<file path="src/rtl/cpu_pkg.sv">
// Shared CPU definitions: fetch FSM states, instruction type encoding and the
// jump-condition function used by the fetch stage and its bench model.
package cpu_pkg;

  typedef enum logic [2:0] {
    S_RESET = 3'd0,
    S_FETCH = 3'd1,
    S_WAIT  = 3'd2,
    S_EXEC  = 3'd3,
    S_HALT  = 3'd4
  } fetch_state_t;

  // Value of the type bit for each instruction class.
  localparam logic TYPE_A = 1'b0;
  localparam logic TYPE_C = 1'b1;

  // The ROM wait counter only has to hold ROM_LAT-1 for ROM_LAT up to 4.
  localparam int CNT_W = 2;

  // The type bit is always the MSB of the instruction word.
  function automatic int type_bit(input int dw);
    return dw - 1;
  endfunction

  function automatic logic jump_taken(input logic itype, input logic j1,
                                      input logic j2, input logic j3,
                                      input logic zr, input logic ng);
    return (itype == TYPE_C) & ((j1 & ng) | (j2 & zr) | (j3 & ~zr & ~ng));
  endfunction

endpackage

</file>
<file path="src/rtl/instr_fetch_pc_reg.sv">
// Program counter register: load has priority over increment, otherwise holds.
module pc_reg
  import cpu_pkg::*;
#(
  parameter int AW = 15
) (
  input  logic          clk,
  input  logic          rst_n,
  input  logic          load,
  input  logic          inc,
  input  logic [AW-1:0] load_val,
  output logic [AW-1:0] pc
);

  always_ff @(posedge clk or negedge rst_n) begin
    if (!rst_n) begin
      pc <= '0;
    end else if (load) begin
      pc <= load_val;
    end else if (inc) begin
      pc <= pc + AW'(1);
    end
  end

endmodule

</file>
<file path="src/rtl/instr_fetch.sv">
// Instruction fetch stage: sequences ROM reads into the IR, then picks the
// next PC from the executing instruction's jump bits and ALU flags.
//
// state   | meaning
// --------+-----------------------------------------------------------
// S_RESET | one idle cycle after reset release
// S_FETCH | rom_en high, rom_addr = pc, load ROM wait counter
// S_WAIT  | count down ROM latency, latch rom_data into IR at zero
// S_EXEC  | instr_valid high, next pc chosen at the closing edge
// S_HALT  | idle with pc held until halt drops
module instr_fetch
  import cpu_pkg::*;
#(
  parameter int DW      = 16,
  parameter int AW      = 15,
  parameter int ROM_LAT = 1
) (
  input  logic          clk,
  input  logic          rst_n,
  input  logic          halt,
  output logic          rom_en,
  output logic [AW-1:0] rom_addr,
  input  logic [DW-1:0] rom_data,
  output logic [DW-1:0] instr,
  output logic          instr_valid,
  input  logic          cmd_j1,
  input  logic          cmd_j2,
  input  logic          cmd_j3,
  input  logic          alu_zr,
  input  logic          alu_ng,
  input  logic [DW-1:0] a_reg,
  output logic [AW-1:0] pc
);

  localparam int TYPE_POS = type_bit(DW);

  fetch_state_t      state;
  logic [CNT_W-1:0]  wait_cnt;
  logic              exec;
  logic              taken;
  logic              unused_a_hi;

  assign exec     = (state == S_EXEC);
  assign taken    = jump_taken(instr[TYPE_POS], cmd_j1, cmd_j2, cmd_j3, alu_zr, alu_ng);
  assign rom_addr = pc;

  // Jump targets are only AW bits wide; the top of a_reg is dropped.
  assign unused_a_hi = ^a_reg[DW-1:AW];

  pc_reg #(.AW(AW)) u_pc_reg (
    .clk      (clk),
    .rst_n    (rst_n),
    .load     (exec & taken),
    .inc      (exec & ~taken),
    .load_val (a_reg[AW-1:0]),
    .pc       (pc)
  );

  // rom_en and instr_valid are registered: asserted on the edge entering
  // S_FETCH / S_EXEC respectively, so they line up exactly with those states.
  always_ff @(posedge clk or negedge rst_n) begin
    if (!rst_n) begin
      state       <= S_RESET;
      wait_cnt    <= '0;
      instr       <= '0;
      instr_valid <= 1'b0;
      rom_en      <= 1'b0;
    end else begin
      rom_en      <= 1'b0;
      instr_valid <= 1'b0;
      case (state)
        S_RESET: begin
          state  <= S_FETCH;
          rom_en <= 1'b1;
        end
        S_FETCH: begin
          wait_cnt <= CNT_W'(ROM_LAT - 1);
          state    <= S_WAIT;
        end
        S_WAIT: begin
          if (wait_cnt == '0) begin
            instr       <= rom_data;
            instr_valid <= 1'b1;
            state       <= S_EXEC;
          end else begin
            wait_cnt <= wait_cnt - 1'b1;
          end
        end
        S_EXEC: begin
          if (halt) begin
            state <= S_HALT;
          end else begin
            state  <= S_FETCH;
            rom_en <= 1'b1;
          end
        end
        S_HALT: begin
          if (!halt) begin
            state  <= S_FETCH;
            rom_en <= 1'b1;
          end
        end
        default: state <= S_RESET;
      endcase
    end
  end

endmodule

</file>
<file path="config.mk">
export PLATFORM = sky130hd
export DESIGN_NAME = instr_fetch
export DESIGN_NICKNAME = d
export VERILOG_FILES = /design/src/rtl/cpu_pkg.sv /design/src/rtl/instr_fetch_pc_reg.sv /design/src/rtl/instr_fetch.sv
export SDC_FILE = /design/constraint.sdc
export NUM_CORES = 1
export LEC_CHECK = 0
export BUFFER_PORTS_ARGS = -buffer_cell sky130_fd_sc_hd__clkbuf_2
export CORE_AREA = 3 3 71 73
export CTS_CLUSTER_SIZE = 24
export DETAILED_ROUTE_END_ITERATION = 10
export DIE_AREA = 0 0 74 76
export GPL_TIMING_DRIVEN = 0
export PLACE_DENSITY = 0.77
export SYNTH_ARGS = -nofsm -noshare
export SYNTH_HDL_FRONTEND = slang
export SYNTH_SLANG_ARGS = --single-unit
</file>
<file path="constraint.sdc">
create_clock -name clk -period 1.8 [get_ports clk]
set_input_delay 0.36 -clock clk [delete_from_list [all_inputs] [get_ports clk]]
set_output_delay 0.36 -clock clk [all_outputs]
set_load 0.01 [all_outputs]
</file>
* Word level (Yosys, flattened, before mapping)
Cells that the tools add are included.
W data, S select, Z words.
** Storage, ports and cells
- Bits of input ports :: 40
- Logic and storage cells :: 47
- Output and inout bits :: 48
- Bits in registers :: 38
** Cells by class
- Reductions and logical operators :: 8
- Mux-type cells :: 12
- $add $sub $neg :: 2
- Eq/ne operators :: 7
- Bitwise operators :: 12
** Operators with widths (number)
- $mux W15 :: 2
- $add A15 B1 Y15 const B :: 1
- $pmux W3 S5 :: 1
- $mux W3 :: 3
- $and A1 B1 Y1 :: 7
- $eq A3 B2 Y1 const B :: 2
- $ne A2 B2 Y1 const B :: 3
- $reduce_and A2 Y1 :: 3
- $pmux W2 S2 :: 1
- $reduce_bool A2 Y1 :: 2
- $eq A3 B1 Y1 const B :: 1
- $eq A3 B3 Y1 const B :: 1
- $logic_not A3 Y1 :: 1
- $mux W1 :: 3
- $not A1 Y1 :: 3
- $logic_not A2 Y1 :: 1
- $mux W2 :: 1
- $or A1 B1 Y1 :: 2
- $pmux W1 S2 :: 1
- $reduce_or A2 Y1 :: 1
- $sub A2 B1 Y2 const B :: 1

* Depth between registers and ports, before layout
Gate-level depths: netlist of the first run.
- Depth after elaboration :: 9
- Gate-level depth with buffers :: 6
- Gate-level depth less buffers :: 6

* By module
Synthesis of the first run repeated with hierarchy kept, for this count alone.
** Unflattened totals
- Cells, all modules :: 173
- Area total of the unflattened synthesis :: 2004.4 um^2
** By module, submodules not included
- instr_fetch :: cells an instance 85, area each 1142.3 um^2, instances 1, seq. area each 575.6 um^2
- pc_reg :: cells an instance 88, area each 862.1 um^2, instances 1, seq. area each 375.4 um^2

* Worst setup path after synthesis of the first run
OpenSTA, ideal clock, no wires.
- Kind :: register to register
- Start :: register u_pc_reg.pc[0]
- End :: register u_pc_reg.pc[14]
- Period minus slack after synthesis :: 1.722 ns
- Arrival time :: 1.602 ns
- Cell stages (with the launch flop) :: 7
- Buffers on the path :: 1
- Slack :: 0.078 ns
- Setup time :: 0.120 ns
- Data required time :: 1.680 ns
- Cell sequence :: dfrtp_1 -> ha_1 -> and4_1 -> buf_4 -> nand4_1 -> or4_1 -> o211a_1
** On the way
- Word-level cells in the longest chain between the ends :: 3
** RTL lines
- start: declaration :: line instr_fetch_pc_reg.sv:12 : output logic [AW-1:0] pc
- start signal: assignment :: line instr_fetch_pc_reg.sv:19 : pc <= load_val;
- start signal: assignment :: line instr_fetch_pc_reg.sv:21 : pc <= pc + AW'(1);
- $add A15 B1 Y15 :: line instr_fetch_pc_reg.sv:21
- $mux W15 :: line instr_fetch_pc_reg.sv:20 : end else if (inc) begin
- $mux W15 :: line instr_fetch_pc_reg.sv:18 : end else if (load) begin
Every way passes these cells. The select of a mux whose other input is x is not followed.
A chain may end at the register's enable or synchronous reset.

* Worst setup path after layout of the first run
Ends and elaborated chain as after synthesis.

==> results of run 1 <==
==> layer usage <==
layer | vias to the layer above | wire length [um]
li1 | 888 | -
met1 | 854 | 1980
met2 | 80 | 2310
met3 | 4 | 440
met4 | 0 | 31
met5 | - | 0
==> area by class of cell <==
type | count | area [um^2]
Multi-Input combinational cell | 122 | 921
Clock buffer | 5 | 68.8
Inverter | 9 | 33.8
Sequential cell | 38 | 952
Fill cell | 391 | 1710
Clock inverter | 2 | 10.0
Buffer | 26 | 200
Tap cell | 52 | 65.1
Timing Repair Buffer | 89 | 453
==> worst paths after layout <==
check / depth (start not counted) / from / end / slack [ps]
setup / recovery: 6 / u_pc_reg.pc[0] / u_pc_reg.pc[14] / 80
hold / removal: 1 / rst_n / u_pc_reg.pc[10] / 210
setup reg to reg: 6 / u_pc_reg.pc[0] / u_pc_reg.pc[14] / 80
hold reg to reg: 1 / instr[5] / instr[5] / 490
max in group asynchronous: 1 / rst_n / u_pc_reg.pc[0] / 950
min in group clk: 2 / halt / state[0] / 290
==> worst register-to-register path, delay by kind of cell (launching register included) <==
| kind | cells | cell delay, ps |
|---|---|---|
| compound gates | 1 | 120 |
| fa+ha+maj | 1 | 220 |
| flops | 1 | 390 |
| buf+inv | 1 | 130 |
| simple gates | 3 | 740 |
==> through the flow <==
stage	hold WS [ps]	setup TNS, ps	setup slack [ps]	area [um^2]
5_1_grt	277	0	13.1	2700
4_1_cts	242	0	24.6	2690
3_5_place_dp	478	-564	-64.4	2590
3_3_place_gp	477	-384	-43.9	2590
6_report	206	0	84.7	2700
2_1_floorplan	64.4	0	78.0	2100
==> cells by family (layout without fill, tap and decap cells) <==
kind of cell | Yosys count | count (layout) | share of synthesized area
flip-flops | 38 | 38 | 0.453
AND/OR/NAND/NOR | 50 | 50 | 0.141
XOR/XNOR | 1 | 1 | 0.00417
AO/OA/AOI/OAI | 42 | 42 | 0.142
adder cells (fa/ha/maj) | 2 | 2 | 0.0119
buffers and inverters | 35 | 131 | 0.109
multiplexers | 27 | 27 | 0.138
==> power breakdown <==
group          internal [uW]  switching [uW]  total, uW
combinational           1290            1250       2540
sequential              1250             348       1600
clock                    260             286        546
total                   2790            1890       4680
==> synth_stat cells (all sizes together) (3+ instances only) <==
| master | n | share of area |
|---|---|---|
| o21ai | 6 | 0.016 |
| and4 | 3 | 0.013 |
| a2bb2oi | 9 | 0.038 |
| a21oi | 13 | 0.031 |
| nand4 | 8 | 0.024 |
| mux2i | 11 | 0.052 |
| mux2 | 16 | 0.086 |
| nand3 | 10 | 0.026 |
| nand2 | 11 | 0.020 |
| nor2 | 4 | 0.0072 |
| buf | 25 | 0.091 |
| inv | 9 | 0.016 |
| dfrtp | 38 | 0.45 |
==> timing repair <==
item,in CTS,in global routing
pin swaps,1,0
setup endpoints to repair,10,2
endpoints found under the hold margin,0,0
buffers inserted,2,1
cloned,0,0
gates resized for setup,2,3
==> impl_metrics.csv, run 1 <==
group,metric,value,unit
outcome,status,"finished clean",
timing,report.final.hold_viol_count,0,
clocking,cts_htree_levels,2,
setup_path,slowest_delay,410,ps
synthesis,synth.distinct_cells,45,
synthesis,synth_seq_cells,38,
synthesis,syn_avg_cell_area,10.8,um^2
setup_path,worstSetupEndpointType,"flop",
detailed_routing,drt-initial-drc-count,124,
detailed_routing,ant_nets,0,
cells_and_area,post-route-util,0.613,
detailed_routing,drcViolationCount,0,
synthesis,yosysWarnings,0,
synthesis,synth.cell_area,0.00210,mm^2
placed_design,finalWeightedCongestion,0.819,
detailed_routing,drt-total-wl,4770,um
setup_path,slowest_stage,"or4_1",
global_routing,grt_max_degree,39,
timing,fmax,0.583,GHz
detailed_routing,routedWlPerCell,13.9,um
global_routing,grtUsageMet2,0.298,
cells_and_area,layout.cells.non_filler,343,
global_routing,met3_usage,0.0567,
die,die_area,0.00562,mm^2
cells_and_area,largest_reg_flops,16,
placed_design,placed_cells,333,
global_routing,grt_util_met1,0.214,
timing,skew,2.94,ps
clocking,clk_pin_slew,70,ps
synthesis,async_flop_share,1.00,
timing,worst_pin_slew,941,ps
clocking,holdBufCountCts,0,
setup_path,path_buf_inv,1,
setup_path,cp_max_fo,9,
power,finalPower,4680,uW
clocking,numCtsBuffers,5,
placed_design,port_buffers,86,
detailed_routing,dr.pass1.iters,4,
setup_path,cp.required,1980,ps
clocking,cts_tree,"done",
setup_path,critical_path_class,"flop to flop",
timing,setup_viol,0,
global_routing,overflow,0,
timing,slew_headroom,0.373,
die,initial_core_util,0.475,
clocking,clkSinkCount,38,
clocking,cts-root-buf,"clkbuf_8",
detailed_routing,route.vias.total,1826,
cells_and_area,diodes,0,
timing,fin_crit_sh,0.953,
synthesis,synth_nets,237,
synthesis,synth_cells,195,
cells_and_area,final_nets,333,
die,num_rows,24,
setup_path,startpoint_type,"flop",
job,drv_cap,0,
cells_and_area,layout_commonest_cell,"clkbuf_2",
global_routing,busiest_layer,"met2",
die,die_w,74,um
synthesis,synth-edff-count,0,
placed_design,dpl.hpwl,3570,um
timing,rsz0062_at_grt,"no",
worst_hold_path,hp-class,"input port to async pin",
detailed_routing,via_per_inst,5.32,
global_routing,grt_use_total,0.176,
global_routing,grt_pass1_vias,1769,
timing,slew_violations,0,
cells_and_area,final_cell_mix,"87 x clkbuf_2, 37 x dfrtp_1, 21 x buf_4, 15 x mux2_2, 13 x a21oi_1",
global_routing,antenna_found_initial,0,
synthesis,synthFlopType,"dfrtp_1",
die,core_area,0.00441,mm^2
cells_and_area,final_layout_size_suffix_gt1_frac,0.495,
die,ios,88,
setup_path,crit_chain,"ha_2, and4_1, buf_6, nand4_1, or4_1, o211a_1",
timing,finalCriticalPeriod,1720,ps
die,fp.dieH,76,um
power,max-vdd-ir-drop,1.09,mV
cells_and_area,synthToLayoutAreaGrowth,28.9,%
global_routing,grt_pass1_wl,7910,um
clocking,cts.path.max_buffers,2,
power,p_per_area,1730,mW/mm^2
setup_path,arrival,1900,ps
synthesis,seq_area_frac_synth,0.453,
setup_path,cpLargestDelayFamily,"simple AND/OR/NAND/NOR gates",
power,p_leak,0.00134,uW
clocking,clk-insertion-delay-late,290,ps
No activity file was read; power rests on OpenSTA's default activity.
==> run 2: changes to the inputs <==
--- a/config.mk
+++ b/config.mk
@@ -6,12 +6,13 @@
 export NUM_CORES = 1
 export LEC_CHECK = 0
 export BUFFER_PORTS_ARGS = -buffer_cell sky130_fd_sc_hd__clkbuf_2
-export CORE_AREA = 3 3 71 73
+export CORE_AREA = 3 3 70 72
 export CTS_CLUSTER_SIZE = 24
 export DETAILED_ROUTE_END_ITERATION = 10
-export DIE_AREA = 0 0 74 76
+export DIE_AREA = 0 0 73 75
 export GPL_TIMING_DRIVEN = 0
 export PLACE_DENSITY = 0.77
 export SYNTH_ARGS = -nofsm -noshare
 export SYNTH_HDL_FRONTEND = slang
+export SYNTH_HIERARCHICAL = 1
 export SYNTH_SLANG_ARGS = --single-unit
==> impl_metrics.csv, run 2 <==
group,metric,value,unit
clocking,clk_pin_slew,80,ps
detailed_routing,drt-total-wl,4840,um
die,core_area,0.00435,mm^2
synthesis,synth-edff-count,0,
power,combPwrFrac,0.524,
worst_hold_path,hp-class,"input port to async pin",
setup_path,arrival,2020,ps
detailed_routing,routedWlPerCell,14.5,um
timing,slew_headroom,0.359,
global_routing,antenna_found_initial,0,
synthesis,synth.cell_area,0.00200,mm^2
detailed_routing,drcViolationCount,0,
power,intPower,3080,uW
timing,slew_violations,0,
job,drv_cap,0,
setup_path,worstSetupEndpoint,"u_pc_reg/pc[8]",
setup_path,startpoint,"state[2]",
setup_path,r2r_end,"u_pc_reg/pc[8]",
synthesis,syn_avg_cell_area,11.6,um^2
timing,rsz0062_at_grt,"yes",
timing,fin_ws,-47.4,ps
global_routing,grt_pass1_wl,7450,um
power,max-vdd-ir-drop,0.801,mV
clocking,cts-root-buf,"clkbuf_8",
setup_path,reg2reg_from,"state[2]",
synthesis,yosysWarnings,6,
synthesis,synth.distinct_cells,37,
outcome,violations,"negative setup slack",
cells_and_area,final_layout_size_suffix_gt1_frac,0.590,
global_routing,grt_use_total,0.180,
setup_path,startpoint_type,"flop",
detailed_routing,ant_nets,0,
detailed_routing,drt-initial-drc-count,107,
setup_path,r2r_cells,8,
clocking,clkSinkCount,38,
global_routing,overflow,0,
global_routing,grt_pass1_vias,1551,
die,num_rows,24,
synthesis,synthTopCellsByCount,"38 x dfrtp_1, 18 x nand2_1, 17 x buf_4, 10 x o21ai_0, 10 x xnor2_1",
cells_and_area,final_cell_mix,"87 x clkbuf_2, 37 x dfrtp_1, 28 x buf_4, 18 x nand2_1, 10 x xnor2_1",
synthesis,synth_area_leader_cell,"dfrtp_1",
clocking,cts_htree_levels,2,
power,switching_share,0.376,
clocking,clk-insertion-delay-late,290,ps
clocking,holdBufCountCts,0,
cells_and_area,final_nets,324,
global_routing,grt_max_degree,39,
synthesis,synth_seq_cells,38,
placed_design,port_buffers,86,
setup_path,r2r_setup_slack,-50,ps
setup_path,cp.required,1970,ps
cells_and_area,largest_reg_flops,16,
die,die_area,0.00548,mm^2
cells_and_area,synthToLayoutAreaGrowth,42.4,%
placed_design,dpl.hpwl,3220,um
power,p_per_area,1730,mW/mm^2
synthesis,seq_area_frac_synth,0.474,
synthesis,async_flop_share,1.00,
setup_path,worstSetupEndpointType,"flop",
power,pwr-share-clk,0.140,
outcome,status,"finished with violations",
cells_and_area,layout_commonest_cell,"clkbuf_2",
synthesis,yosys-top-cells-area,"dfrtp_1 47%, mux2_4 6.7%, buf_4 6.4%, mux2_2 5.1%, xnor2_1 4.4%",
synthesis,netlist.area_leader.share,0.474,
die,fp.dieH,75,um
timing,worst_pin_slew,962,ps
cells_and_area,fill_cells,356,
die,ios,88,
cells_and_area,diodes,0,
timing,report.final.hold_viol_count,0,
clocking,cts_tree,"done",
power,p_switching,1850,uW
timing,fmax,0.541,GHz
timing,finalCriticalPeriod,1850,ps
cells_and_area,stdcell_area,0.00285,mm^2
timing,fin_crit_sh,1.03,
timing,holdWs,209,ps
synthesis,yosysMostFrequentCell,"dfrtp_1",
die,initial_core_util,0.460,
placed_design,placed_area,0.00252,mm^2
timing,skew,6.36,ps
synthesis,synth_cells,173,
synthesis,synth_nets,215,
clocking,numCtsBuffers,5,
power,seq_power_share,0.336,
detailed_routing,route.vias.total,1670,
setup_path,critical_path_class,"flop to flop",
timing,setup_viol,1,
clocking,cts.path.max_buffers,2,
setup_path,cp_max_fo,4,
power,p_leak,0.00141,uW
synthesis,synthFlopType,"dfrtp_1",
detailed_routing,dr.pass1.iters,4,
detailed_routing,via_per_inst,4.99,
placed_design,finalWeightedCongestion,0.819,
die,die_w,73,um
==> run 2: cell families (layout without fill, tap and decap cells) <==
family          count (synthesis)  in the layout  share of synthesized area
simple gates                   49             49                      0.160
flops                          38             38                      0.474
buf+inv                        26            136                     0.0886
compound gates                 24             24                     0.0762
mux                            19             19                      0.123
xor+xnor                       15             15                     0.0655
fa+ha+maj                       2              2                     0.0125
==> run 2: worst min path at each step <==
stage / end / slack [ps] / depth (start not counted)
floorplan: instr[0] / 60 / 0
global placement: wait_cnt[1] / 470 / 1
detailed placement: wait_cnt[1] / 490 / 1
CTS: u_pc_reg/pc[9] / 250 / 1
global route: u_pc_reg/pc[8] / 270 / 3
finish: u_pc_reg/pc[9] / 210 / 1
==> run 2: power by group through the flow <==
| stage | combinational (uW) | sequential, uW | clock (uW) |
|---|---|---|---|
| after floorplan | 1360 | 1770 | 0 |
| after global placement | 2220 | 1640 | 0 |
| after detailed placement | 2270 | 1660 | 0 |
| after CTS | 2490 | 1650 | 707 |
| after global routing | 2800 | 1720 | 748 |
| final | 2580 | 1660 | 690 |
==> run 2: worst max-delay path, stage by stage (launching register included) <==
cell      delay [ps]
dfrtp_2          400
nand3b_1         190
o21ba_4          280
nand3_4          100
buf_12           160
buf_4            130
nor3_2           200
xnor2_1          160
o21ai_0          100
==> run 2: area by class of cell <==
class,instances,area (um^2),area share
multi-input combinational,109,955,0.335
sequential,38,952,0.334
timing repair buffer,103,582,0.204
buffer,21,175,0.0614
clock buffer,8,110,0.0386
tap,52,65.1,0.0228
inverter,4,15.0,0.00526
==> run 2: through the flow <==
step                setup TNS, ps  instances  utilization  total power [uW]  worst slack [ps]
global placement            -2560        311        0.578              3860              -249
global route                 -547        335        0.655              5270              -108
finish                      -47.4        335        0.655              4930             -47.4
floorplan                       0        173            -              3140              7.95
CTS                          -122        331        0.638              4850             -56.6
detailed placement          -3430        311        0.578              3930              -252
==> run 2: repair_timing <==
item / 4_1_cts / 5_1_grt
resized for setup: 12 / 12
setup endpoints to repair: 24 / 14
pin swaps: 6 / 6
setup buffers: 13 / 5
==> run 2: routing by layer <==
layer	track usage	part of all wire	vias up
li1	-	-	801
met1	0.228	0.42	807
met2	0.296	0.51	55
met3	0.0547	0.059	7
met4	0.0553	0.015	0
met5	0	0	-
